==> config.mk <==
export PLATFORM = sky130hd
export DESIGN_NAME = regfile_write_arbiter_flat
export DESIGN_NICKNAME = d
export VERILOG_FILES = /design/src/rtl/regfile_write_arbiter_if.sv /design/src/rtl/regfile_write_arbiter.sv /design/src/flat_wrapper.sv
export SDC_FILE = /design/constraint.sdc
export NUM_CORES = 1
export LEC_CHECK = 0
export ABC_AREA = 0
export BUFFER_PORTS_ARGS = -buffer_cell sky130_fd_sc_hd__buf_4
export CORE_ASPECT_RATIO = 1.2
export CORE_MARGIN = 10
export CORE_UTILIZATION = 30
export CTS_CLUSTER_SIZE = 30
export DETAILED_ROUTE_END_ITERATION = 8
export MAX_ROUTING_LAYER = met4
export PLACE_DENSITY = 0.62
export REMOVE_ABC_BUFFERS = 1
export SYNTH_ARGS = -nofsm -noshare
export SYNTH_HDL_FRONTEND = slang
export SYNTH_SLANG_ARGS = --single-unit
==> constraint.sdc <==
create_clock -name clk -period 6.7 [get_ports clk]
set_input_delay 0.335 -clock clk [delete_from_list [all_inputs] [get_ports clk]]
set_output_delay 0.335 -clock clk [all_outputs]
set_load 0.01 [all_outputs]
==> src/rtl/regfile_write_arbiter_if.sv <==
// Bus between the register-set write arbiter and its surroundings.
//   master : the requester/register-set side; drives req, reqAddr, reqData and clear,
//            and observes gnt, busy and the register-set write controls
//   slave  : the arbiter; consumes the requests and drives the grant and write controls
// Signals
//   req        NREQ      req[i]=1: requester i has a pending write
//   reqAddr    4*NREQ    target register of requester i, bits [4i+3:4i]
//   reqData    16*NREQ   write data of requester i, bits [16i+15:16i]
//   clear      1         one-cycle pulse that reruns the init sweep
//   gnt        NREQ      one-hot grant pulse
//   busy       1         init sweep in progress
//   regWrite   1         register-set write enable
//   decOut     16        one-hot register select
//   writeData  16        register-set write data
interface regfile_write_arbiter_if #(
  parameter int NREQ = 3
);
  logic [NREQ-1:0]      req;
  logic [4*NREQ-1:0]    reqAddr;
  logic [16*NREQ-1:0]   reqData;
  logic                 clear;
  logic [NREQ-1:0]      gnt;
  logic                 busy;
  logic                 regWrite;
  logic [15:0]          decOut;
  logic [15:0]          writeData;

  modport master (
    output req, reqAddr, reqData, clear,
    input  gnt, busy, regWrite, decOut, writeData
  );

  modport slave (
    input  req, reqAddr, reqData, clear,
    output gnt, busy, regWrite, decOut, writeData
  );
endinterface

==> src/rtl/regfile_write_arbiter.sv <==
// Write-port controller for the 16 x 16-bit register set. The single write port is shared
// among NREQ requesters by round-robin arbitration, and after reset (or on clear) an init
// sweep writes INIT_VAL into R0..R15. All outputs are registered.
// Ports
//   clk    in  rising-edge clock
//   reset  in  asynchronous, active-low reset
//   bus    slave modport of regfile_write_arbiter_if (requests in, grant/write controls out)
module regfile_write_arbiter #(
  parameter int          NREQ     = 3,
  parameter logic [15:0] INIT_VAL = 16'h0000,
  parameter bit          DO_INIT  = 1'b1
) (
  input logic                    clk,
  input logic                    reset,
  regfile_write_arbiter_if.slave bus
);

  localparam int PW = (NREQ > 1) ? $clog2(NREQ) : 1;

  typedef enum logic {
    ST_INIT,
    ST_IDLE
  } state_t;

  state_t          state_q;
  logic [3:0]      count_q;
  logic [PW-1:0]   ptr_q;
  logic [NREQ-1:0] gnt_q;
  logic            busy_q;
  logic            regWrite_q;
  logic [15:0]     decOut_q;
  logic [15:0]     writeData_q;

  logic [NREQ-1:0] elig_d;
  logic            winValid_d;
  logic [PW-1:0]   winIdx_d;
  logic [3:0]      winAddr_d;
  logic [15:0]     winData_d;

  // A request seen while its own grant is on the outputs was already taken this cycle,
  // so it is masked off. The winner is the first eligible index after the pointer,
  // wrapping at NREQ.
  always_comb begin
    int idx;
    idx        = 0;
    elig_d     = bus.req & ~gnt_q;
    winValid_d = 1'b0;
    winIdx_d   = '0;
    for (int k = 1; k <= NREQ; k++) begin
      idx = int'(ptr_q) + k;
      if (idx >= NREQ) idx = idx - NREQ;
      if (!winValid_d && elig_d[PW'(idx)]) begin
        winValid_d = 1'b1;
        winIdx_d   = PW'(idx);
      end
    end
    winAddr_d = bus.reqAddr[{winIdx_d, 2'b00} +: 4];
    winData_d = bus.reqData[{winIdx_d, 4'b0000} +: 16];
  end

  // Controller FSM. INIT walks count_q over R0..R15 and leaves on the R15 write with busy
  // already low; IDLE serves one request per edge unless a clear restarts the sweep.
  always_ff @(posedge clk or negedge reset) begin
    if (!reset) begin
      state_q     <= DO_INIT ? ST_INIT : ST_IDLE;
      busy_q      <= DO_INIT;
      count_q     <= '0;
      ptr_q       <= PW'(NREQ - 1);
      gnt_q       <= '0;
      regWrite_q  <= 1'b0;
      decOut_q    <= '0;
      writeData_q <= '0;
    end else begin
      case (state_q)
        ST_INIT: begin
          gnt_q       <= '0;
          regWrite_q  <= 1'b1;
          decOut_q    <= 16'd1 << count_q;
          writeData_q <= INIT_VAL;
          count_q     <= count_q + 4'd1;
          if (count_q == 4'd15) begin
            state_q <= ST_IDLE;
            busy_q  <= 1'b0;
          end
        end
        ST_IDLE: begin
          if (bus.clear) begin
            state_q    <= ST_INIT;
            busy_q     <= 1'b1;
            count_q    <= '0;
            gnt_q      <= '0;
            regWrite_q <= 1'b0;
            decOut_q   <= '0;
          end else if (winValid_d) begin
            gnt_q       <= {{(NREQ-1){1'b0}}, 1'b1} << winIdx_d;
            regWrite_q  <= 1'b1;
            decOut_q    <= 16'd1 << winAddr_d;
            writeData_q <= winData_d;
            ptr_q       <= winIdx_d;
          end else begin
            gnt_q      <= '0;
            regWrite_q <= 1'b0;
            decOut_q   <= '0;
          end
        end
      endcase
    end
  end

  assign bus.gnt       = gnt_q;
  assign bus.busy      = busy_q;
  assign bus.regWrite  = regWrite_q;
  assign bus.decOut    = decOut_q;
  assign bus.writeData = writeData_q;

endmodule

==> src/flat_wrapper.sv <==
// flat-port wrapper written by rule: the top's interface ports become plain ports
module regfile_write_arbiter_flat 
#(
  parameter int          NREQ     = 3,
  parameter logic [15:0] INIT_VAL = 16'h0000,
  parameter bit          DO_INIT  = 1'b1
)
  (clk, reset, bus_req, bus_reqAddr, bus_reqData, bus_clear, bus_gnt, bus_busy, bus_regWrite, bus_decOut, bus_writeData);
  regfile_write_arbiter_if #(.NREQ(NREQ)) bus_i ();
  input logic clk;
  input logic reset;
  input wire logic [$bits(bus_i.req)-1:0] bus_req;
  input wire logic [$bits(bus_i.reqAddr)-1:0] bus_reqAddr;
  input wire logic [$bits(bus_i.reqData)-1:0] bus_reqData;
  input wire logic [$bits(bus_i.clear)-1:0] bus_clear;
  output wire logic [$bits(bus_i.gnt)-1:0] bus_gnt;
  output wire logic [$bits(bus_i.busy)-1:0] bus_busy;
  output wire logic [$bits(bus_i.regWrite)-1:0] bus_regWrite;
  output wire logic [$bits(bus_i.decOut)-1:0] bus_decOut;
  output wire logic [$bits(bus_i.writeData)-1:0] bus_writeData;
  assign bus_i.req = bus_req;
  assign bus_i.reqAddr = bus_reqAddr;
  assign bus_i.reqData = bus_reqData;
  assign bus_i.clear = bus_clear;
  assign bus_gnt = bus_i.gnt;
  assign bus_busy = bus_i.busy;
  assign bus_regWrite = bus_i.regWrite;
  assign bus_decOut = bus_i.decOut;
  assign bus_writeData = bus_i.writeData;
  regfile_write_arbiter #(.NREQ(NREQ), .INIT_VAL(INIT_VAL), .DO_INIT(DO_INIT)) u_core (.clk(clk), .reset(reset), .bus(bus_i));
endmodule
==> results of run 1 <==
[metal layers]
| metal | GRT usage | up-vias | routed length [µm] |
|---|---|---|---|
| li1 | - | 1240 | - |
| met1 | 0.143 | 1210 | 3300 |
| met2 | 0.214 | 99 | 4210 |
| met3 | 0.0305 | 11 | 664 |
| met4 | 0.0303 | 0 | 151 |
| met5 | - | - | 0 |
[sequential cells by signal, indices dropped and copies added (netlist names)]
signal and count:
u_core.bus.writeData 16, u_core.bus.decOut 16, u_core.ptr_q 2, u_core.bus.busy 1
u_core.bus.gnt 3, u_core.count_q 4, u_core.state_q 1, u_core.bus.regWrite 1
[cell type report]
cell class	instances	area (µm²)
sequential	44	1100
inverter	11	41.3
clock inverter	3	46.3
fill	900	5310
clock buffer	5	68.8
timing repair buffer	103	773
tap	120	150
multi-input combinational	214	1500
[worst max-delay path by stage]
stage	endpoint	cells after the start
after floorplan	u_core.bus.decOut[7]	9
after CTS	u_core.bus.decOut[0]	8
after detailed placement	u_core.bus.decOut[0]	8
after global placement	u_core.bus.decOut[5]	8
final	u_core.bus.decOut[0]	9
after global routing	u_core.bus.decOut[0]	9
[metrics by stage]
step                      utilization  total power, mW  instance area [µm²]  setup slack, ns  cells
final                           0.409             1.59                 3680             2.92    500
after global routing            0.409             1.74                 3680             2.60    500
after CTS                       0.409             1.61                 3680             2.91    500
after detailed placement        0.397             1.39                 3560             2.97    492
after global placement          0.397             1.38                 3560             3.13    492
after floorplan                     -             1.09                 2640             3.56    269
[power by group]
part / total, mW / switching [mW] / internal (mW)
logic: 0.989 / 0.594 / 0.395
registers: 0.393 / 0.0594 / 0.334
clock network: 0.212 / 0.0996 / 0.112
[cell families after synthesis]
group | after synthesis
adder cells (fa/ha/maj) | 10
AO/OA/AOI/OAI | 86
AND/OR/NAND/NOR | 116
multiplexers | 1
buffers and inverters | 28
flip-flops | 44
XOR/XNOR | 1
[Yosys cell counts (all sizes together), types with 4 or more instances]
master and count:
o31ai 6, clkbuf 7, dfrtp 42, nor3 4
a31oi 19, a21o 4, nand3 6, nand2b 9
nand2 44, o22ai 15, inv 11, buf 10
o21ai 6, a22o 16, nor2 26, ha 10
[worst max-delay path: cells and delay by family (launching register included)]
| kind | cells | cell delay, ns |
|---|---|---|
| multiplexers | 1 | 0.30 |
| flip-flops | 1 | 0.51 |
| buffers and inverters | 1 | 0.13 |
| AO/OA/AOI/OAI | 2 | 0.65 |
| adder cells (fa/ha/maj) | 1 | 0.48 |
| AND/OR/NAND/NOR | 4 | 1.57 |
==> results.md, run 1 <==
- R2R depth: 9
- RSZ-0062 raised after global routing: false
- CTS tree: built
- Tmin final: 3.78 ns
- Clk buf depth: 2
- DRT Pass-1 Iters: 4
- Final wirelength: 8330 µm
- Share of the synthesized area in the top cell type: 0.385
- Fmax: between 0.2 and 0.3 GHz
- Largest family of logic cells by synthesized area: compound AO/OA/AOI/OAI gates
- Clk_skew: 0.00884 ns
- WP data arrival: 3.97 ns
- Vias: 2560
- Kind of critical path: reg2reg
- Max-Slew Margin vs Limit: 0.204
- I/O Pins: 103
- CORE AREA: 0.00899 mm²
- Power density over cell area: 433 mW/mm²
- GRT Resource Usage Total: 0.125
- Hold_ws: 0.0187 ns
- Mux cell area share after synthesis: 0.00366
- Tcrit/Tclk final: 0.564
- ANT cells: 0
- Initial drt markers: 138
- GPL Wtd Cong: 0.857
- ANT nets after route: 0
- Compound-cell area share of the yosys netlist: 0.260
- Final-report hold violation count: 0
- Postcts setup bufs: 0
- Critical R2R Capture: u_core.bus.decOut[0]
- Most frequent cells in the layout: 103 x buf_4, 44 x nand2_1, 42 x dfrtp_1
- FFs w/ async S/R, synth: 1.00
- Reg clk slew, reported paths: 0.10 ns
- Largest net degree at the start of global routing: 45
- Top FF cell, synth: dfrtp_1
- Post-CTS Resized: 0
- Commonest non-fill, non-tap cell in the layout: buf_4
- Hold_buf cts: 0
- Distinct cell type count after synthesis: 61
- Req. time, crit path: 6.89 ns
- Clock sinks: 44
- Outcome: finished clean
- Synth Area in XOR/XNOR: 0.00321
- First-pass GRT wire length: between 10000 and 15000 µm
- Top cells by area, synth: dfrtp_1 38%, nand2_1 6.0%, a22o_1 5.1%
- H-tree depth: 2
- Number of port buffers: 102
- Num rows: 38
- Vias in the first global route: 2665
- Crit Reg-Reg Startpoint: u_core.ptr_q[0]
- Crit path launch type: flip-flop
- Clock Latency Late Sink: 0.30 ns
- Final slew viol count: 0
- Layout cells sized above 1: 0.350
- Mapped Area: 0.00273 mm²
- Antenna violations before repair: 0
- Dpl hpwl: 6530 µm
- Worst-path cell chain: inv_1, ha_1, nor4b_4, nor3_4, nand4_1, nand3_1, mux2i_1, a211o_1, o31ai_1
- R2R Setup Slk: 2.92 ns
- Max VDD drop: around 0.00019 V
- Final Net Count: 455
- Setup total negative slack: 0 ns
- Area leader, netlist: dfrtp_1
- Mapped Avg Cell Area: 9.55 µm²
- Die H: ~120 µm
- Final Setup Violations: 0
- Total gr overflow: 0
- Setup crit end kind: flip-flop
- Area grow syn2layout: 34.7%
- Max Cap Viol: 0
- Chip Width: 107 µm
- Starting Density: 0.304
- Drt wl/cell: 16.7 µm
- Post-synth EDFFs: 0
- Lkg Pwr: 1.76 nW
- Residual DRC: 0
- Area of the die: 0.0133 mm²
- Adder-cell share of the synthesized area: 0.0458
- Cts bufs inserted: 5
- Synth Register Bits: 44
- Yosys warns: 0
- Synth Area in Simple Gates: 0.235
- CP Max Fanout: 21
- Root Buffer: clkbuf_8
- Via density: a little over 5
- Worst setup startpoint: u_core.ptr_q[0]
- Synthesized instance count: approximately 290
- CP peak stage delay: 0.66 ns
- Sequential-to-total area share from yosys stat: 0.404
- Slowest-stage cell, CP: nand3_1
- Worst-Margin Slew: 1.19 ns
- Min-Delay Path Class: in2async
Power figures use the tool's default switching activity.
==> run 2: changes to the inputs <==
- ABC_AREA: 0 -> 1
- clock period: 6.7 -> 3.6 ns (I/O delays scaled with it)
==> results.md, run 2 <==
- DRT Pass-1 Iters: 4 (unchanged)
- FFs w/ async S/R, synth: 1.00 (unchanged)
- Via density: 4.57 (was 5.12)
- Postcts setup bufs: 0 (unchanged)
- Req. time, crit path: 3.81 ns (was 6.89 ns)
- Sequential-to-total area share from yosys stat: 0.408 (was 0.404)
- GPL Wtd Cong: 0.833 (was 0.857)
- Antenna violations before repair: 0 (unchanged)
- Final Setup Violations: 0 (unchanged)
- H-tree depth: 2 (unchanged)
- Final-report hold violation count: 0 (unchanged)
- Top FF cell, synth: dfrtp_1 (unchanged)
- Distinct cell type count after synthesis: 33 (was 61)
- Placed cell area: 0.00357 mm² (was 0.00356 mm²)
- Cts bufs inserted: 5 (unchanged)
- Commonest non-fill, non-tap cell in the layout: buf_4 (unchanged)
- Mapped Avg Cell Area: 7.96 µm² (was 9.55 µm²)
- Chip Width: 107 µm (about the same)
- Vias in the first global route: 2767 (was 2665)
- Vias: 2561 (was 2560)
- RSZ-0062 raised after global routing: false (unchanged)
- Final wirelength: 7970 µm (was 8330 µm)
- Area of the die: 0.0132 mm² (was 0.0133 mm²)
- Top-count cell post-synth: nand2_1 (unchanged)
- Clk_skew: 0.00410 ns (was 0.00884 ns)
- Yosys warns: 0 (unchanged)
- Max Cap Viol: 0 (unchanged)
- Tcrit/Tclk final: 0.809 (was 0.564)
- GR peak layer: met2 (unchanged)
- Most frequent cells in the layout: 103 x buf_4, 99 x nand2_1, 42 x dfrtp_1 (was 103 x buf_4, 44 x nand2_1, 42 x dfrtp_1)
- Num rows: 37 (was 38)
- ANT cells: 0 (unchanged)
- ANT nets after route: 0 (unchanged)
- Worst-Margin Slew: 0.554 ns (was 1.19 ns)
- M1 GR Usage: 0.137 (was 0.143)
- Top cells by area, synth: dfrtp_1 39%, nand2_1 14%, nand3_1 7.4% (was dfrtp_1 38%, nand2_1 6.0%, a22o_1 5.1%)
- Share of the synthesized area in the top cell type: 0.388 (was 0.385)
- Reg clk slew, reported paths: 0.08 ns (was 0.10 ns)
- Layout cells sized above 1: 0.342 (was 0.350)
- Dpl hpwl: 6410 µm (was 6530 µm)
- CORE AREA: 0.00870 mm² (was 0.00899 mm²)
- WP data arrival: 3.12 ns (was 3.97 ns)
- Power density over cell area: 888 mW/mm² (was 433 mW/mm²)
- Starting Density: 0.311 (was 0.304)
- Area grow syn2layout: 35.7% (was 34.7%)
- Die H: 124 µm (was 125 µm)
- First-pass GRT wire length: 13200 µm (was 13500 µm)
- Outcome: finished clean (unchanged)
- Crit path launch type: flip-flop (unchanged)
- Synthesized instance count: 340 (was 286)
- Clk buf depth: 2 (unchanged)
- Root Buffer: clkbuf_8 (unchanged)
- Commonest cells post-synth: 99 x nand2_1, 42 x dfrtp_1, 40 x nand3_1, 30 x inv_1, 27 x nor2_1 (was 44 x nand2_1, 42 x dfrtp_1, 26 x nor2_1, 19 x a31oi_1, 16 x a22o_1)
- Max-Slew Margin vs Limit: 0.630 (was 0.204)
- Largest net degree at the start of global routing: 45 (unchanged)
- Min-Delay Path Class: in2reg (was in2async)
- Final Net Count: 519 (was 455)
- I/O Pins: 103 (unchanged)
- Met3 usage: 0.0233 (was 0.0305)
- Max VDD drop: 0.000351 V (was 0.000189 V)
- Post-synth EDFFs: 0 (unchanged)
- Initial drt markers: 117 (was 138)
- Synth Register Bits: 44 (unchanged)
- Tmin final: 2.91 ns (was 3.78 ns)
- Fmax: 0.344 GHz (was 0.265 GHz)
- Setup crit end kind: flip-flop (unchanged)
- CP Max Fanout: 25 (was 21)
- Residual DRC: 0 (unchanged)
- Mapped Area: 0.00271 mm² (was 0.00273 mm²)
- GR Util met2: 0.225 (was 0.214)
- GRT Resource Usage Total: 0.125 (about the same)
- Area leader, netlist: dfrtp_1 (unchanged)
- Clock Latency Late Sink: 0.29 ns (was 0.30 ns)
- Drt wl/cell: 14.2 µm (was 16.7 µm)
- Post-route cell area: 0.00367 mm² (was 0.00368 mm²)
- Clock sinks: 44 (unchanged)
- Final slew viol count: 0 (unchanged)
- Number of port buffers: 102 (unchanged)
- Kind of critical path: reg2reg (unchanged)
- CTS tree: built (unchanged)
- Total gr overflow: 0 (unchanged)
- Lkg Pwr: 1.91 nW (was 1.76 nW)
- Setup total negative slack: 0 ns (unchanged)
[run 2: final timing paths]
check,cells past startpoint,slack [ns],startpoint,endpoint
max reg2reg,12,0.69,u_core.ptr_q[1],u_core.bus.writeData[7]
min,3,0.11,bus_reqData[33],u_core.bus.writeData[1]
max in group asynchronous,2,2.79,reset,u_core.ptr_q[1]
min in group asynchronous,2,0.41,reset,u_core.bus.decOut[9]
min reg2reg,2,0.48,u_core.bus.busy,u_core.bus.busy
max,12,0.69,u_core.ptr_q[1],u_core.bus.writeData[7]
[run 2: logic make-up (layout without fill, tap and decap cells)]
family | after synthesis | in the layout | synth area share
buffers and inverters | 43 | 147 | 0.0721
and+or+nand+nor | 199 | 199 | 0.364
adders and majority gates | 10 | 10 | 0.0462
AOI/OAI and AO/OA | 44 | 44 | 0.110
DFF | 44 | 44 | 0.408
[run 2: critical path: stages (launching register included)]
cell and delay (ns):
dfstp_2 0.55, inv_1 0.07, ha_1 0.51, nand2_2 0.14, nand2_4 0.12, nor2_4 0.05, nor2_2 0.11, nand3_4 0.11
nand3_2 0.16, nand2_4 0.20, inv_1 0.48, o21ai_0 0.15, o211ai_1 0.18
[run 2: cell type report]
| type | instances | area [µm²] |
|---|---|---|
| Clock buffer | 6 | 82.6 |
| Tap cell | 117 | 146 |
| Timing Repair Buffer | 104 | 783 |
| Multi-Input combinational cell | 253 | 1410 |
| Clock inverter | 2 | 10.0 |
| Sequential cell | 44 | 1100 |
| Fill cell | 951 | 5030 |
| Inverter | 35 | 139 |
[run 2: power breakdown]
part           internal [mW]  switching, mW
Combinational          0.703           1.52
Clock                  0.153          0.164
Sequential             0.631         0.0938
[run 2: timing repair]
action	in CTS	in global routing
hold buffers	1	0
hold endpoints to repair	42	0
gates resized for setup	0	0
[run 2: metrics by stage]
stage	power, mW	setup slack [ns]	utilization	hold slack (ns)	std cells
finish	3.26	0.689	0.422	0.111	561
global route	3.62	0.388	0.422	0.112	561
CTS	3.30	0.692	0.422	0.102	561
detailed placement	2.98	0.687	0.410	0.214	552
global placement	2.93	0.793	0.410	0.208	552
floorplan	2.37	1.10	-	-0.116	332
[run 2: per-layer routing]
layer,vias up,wire [µm]
met3,9,395
met4,0,123
met2,67,4190
met1,1183,3260
li1,1302,-
met5,-,0
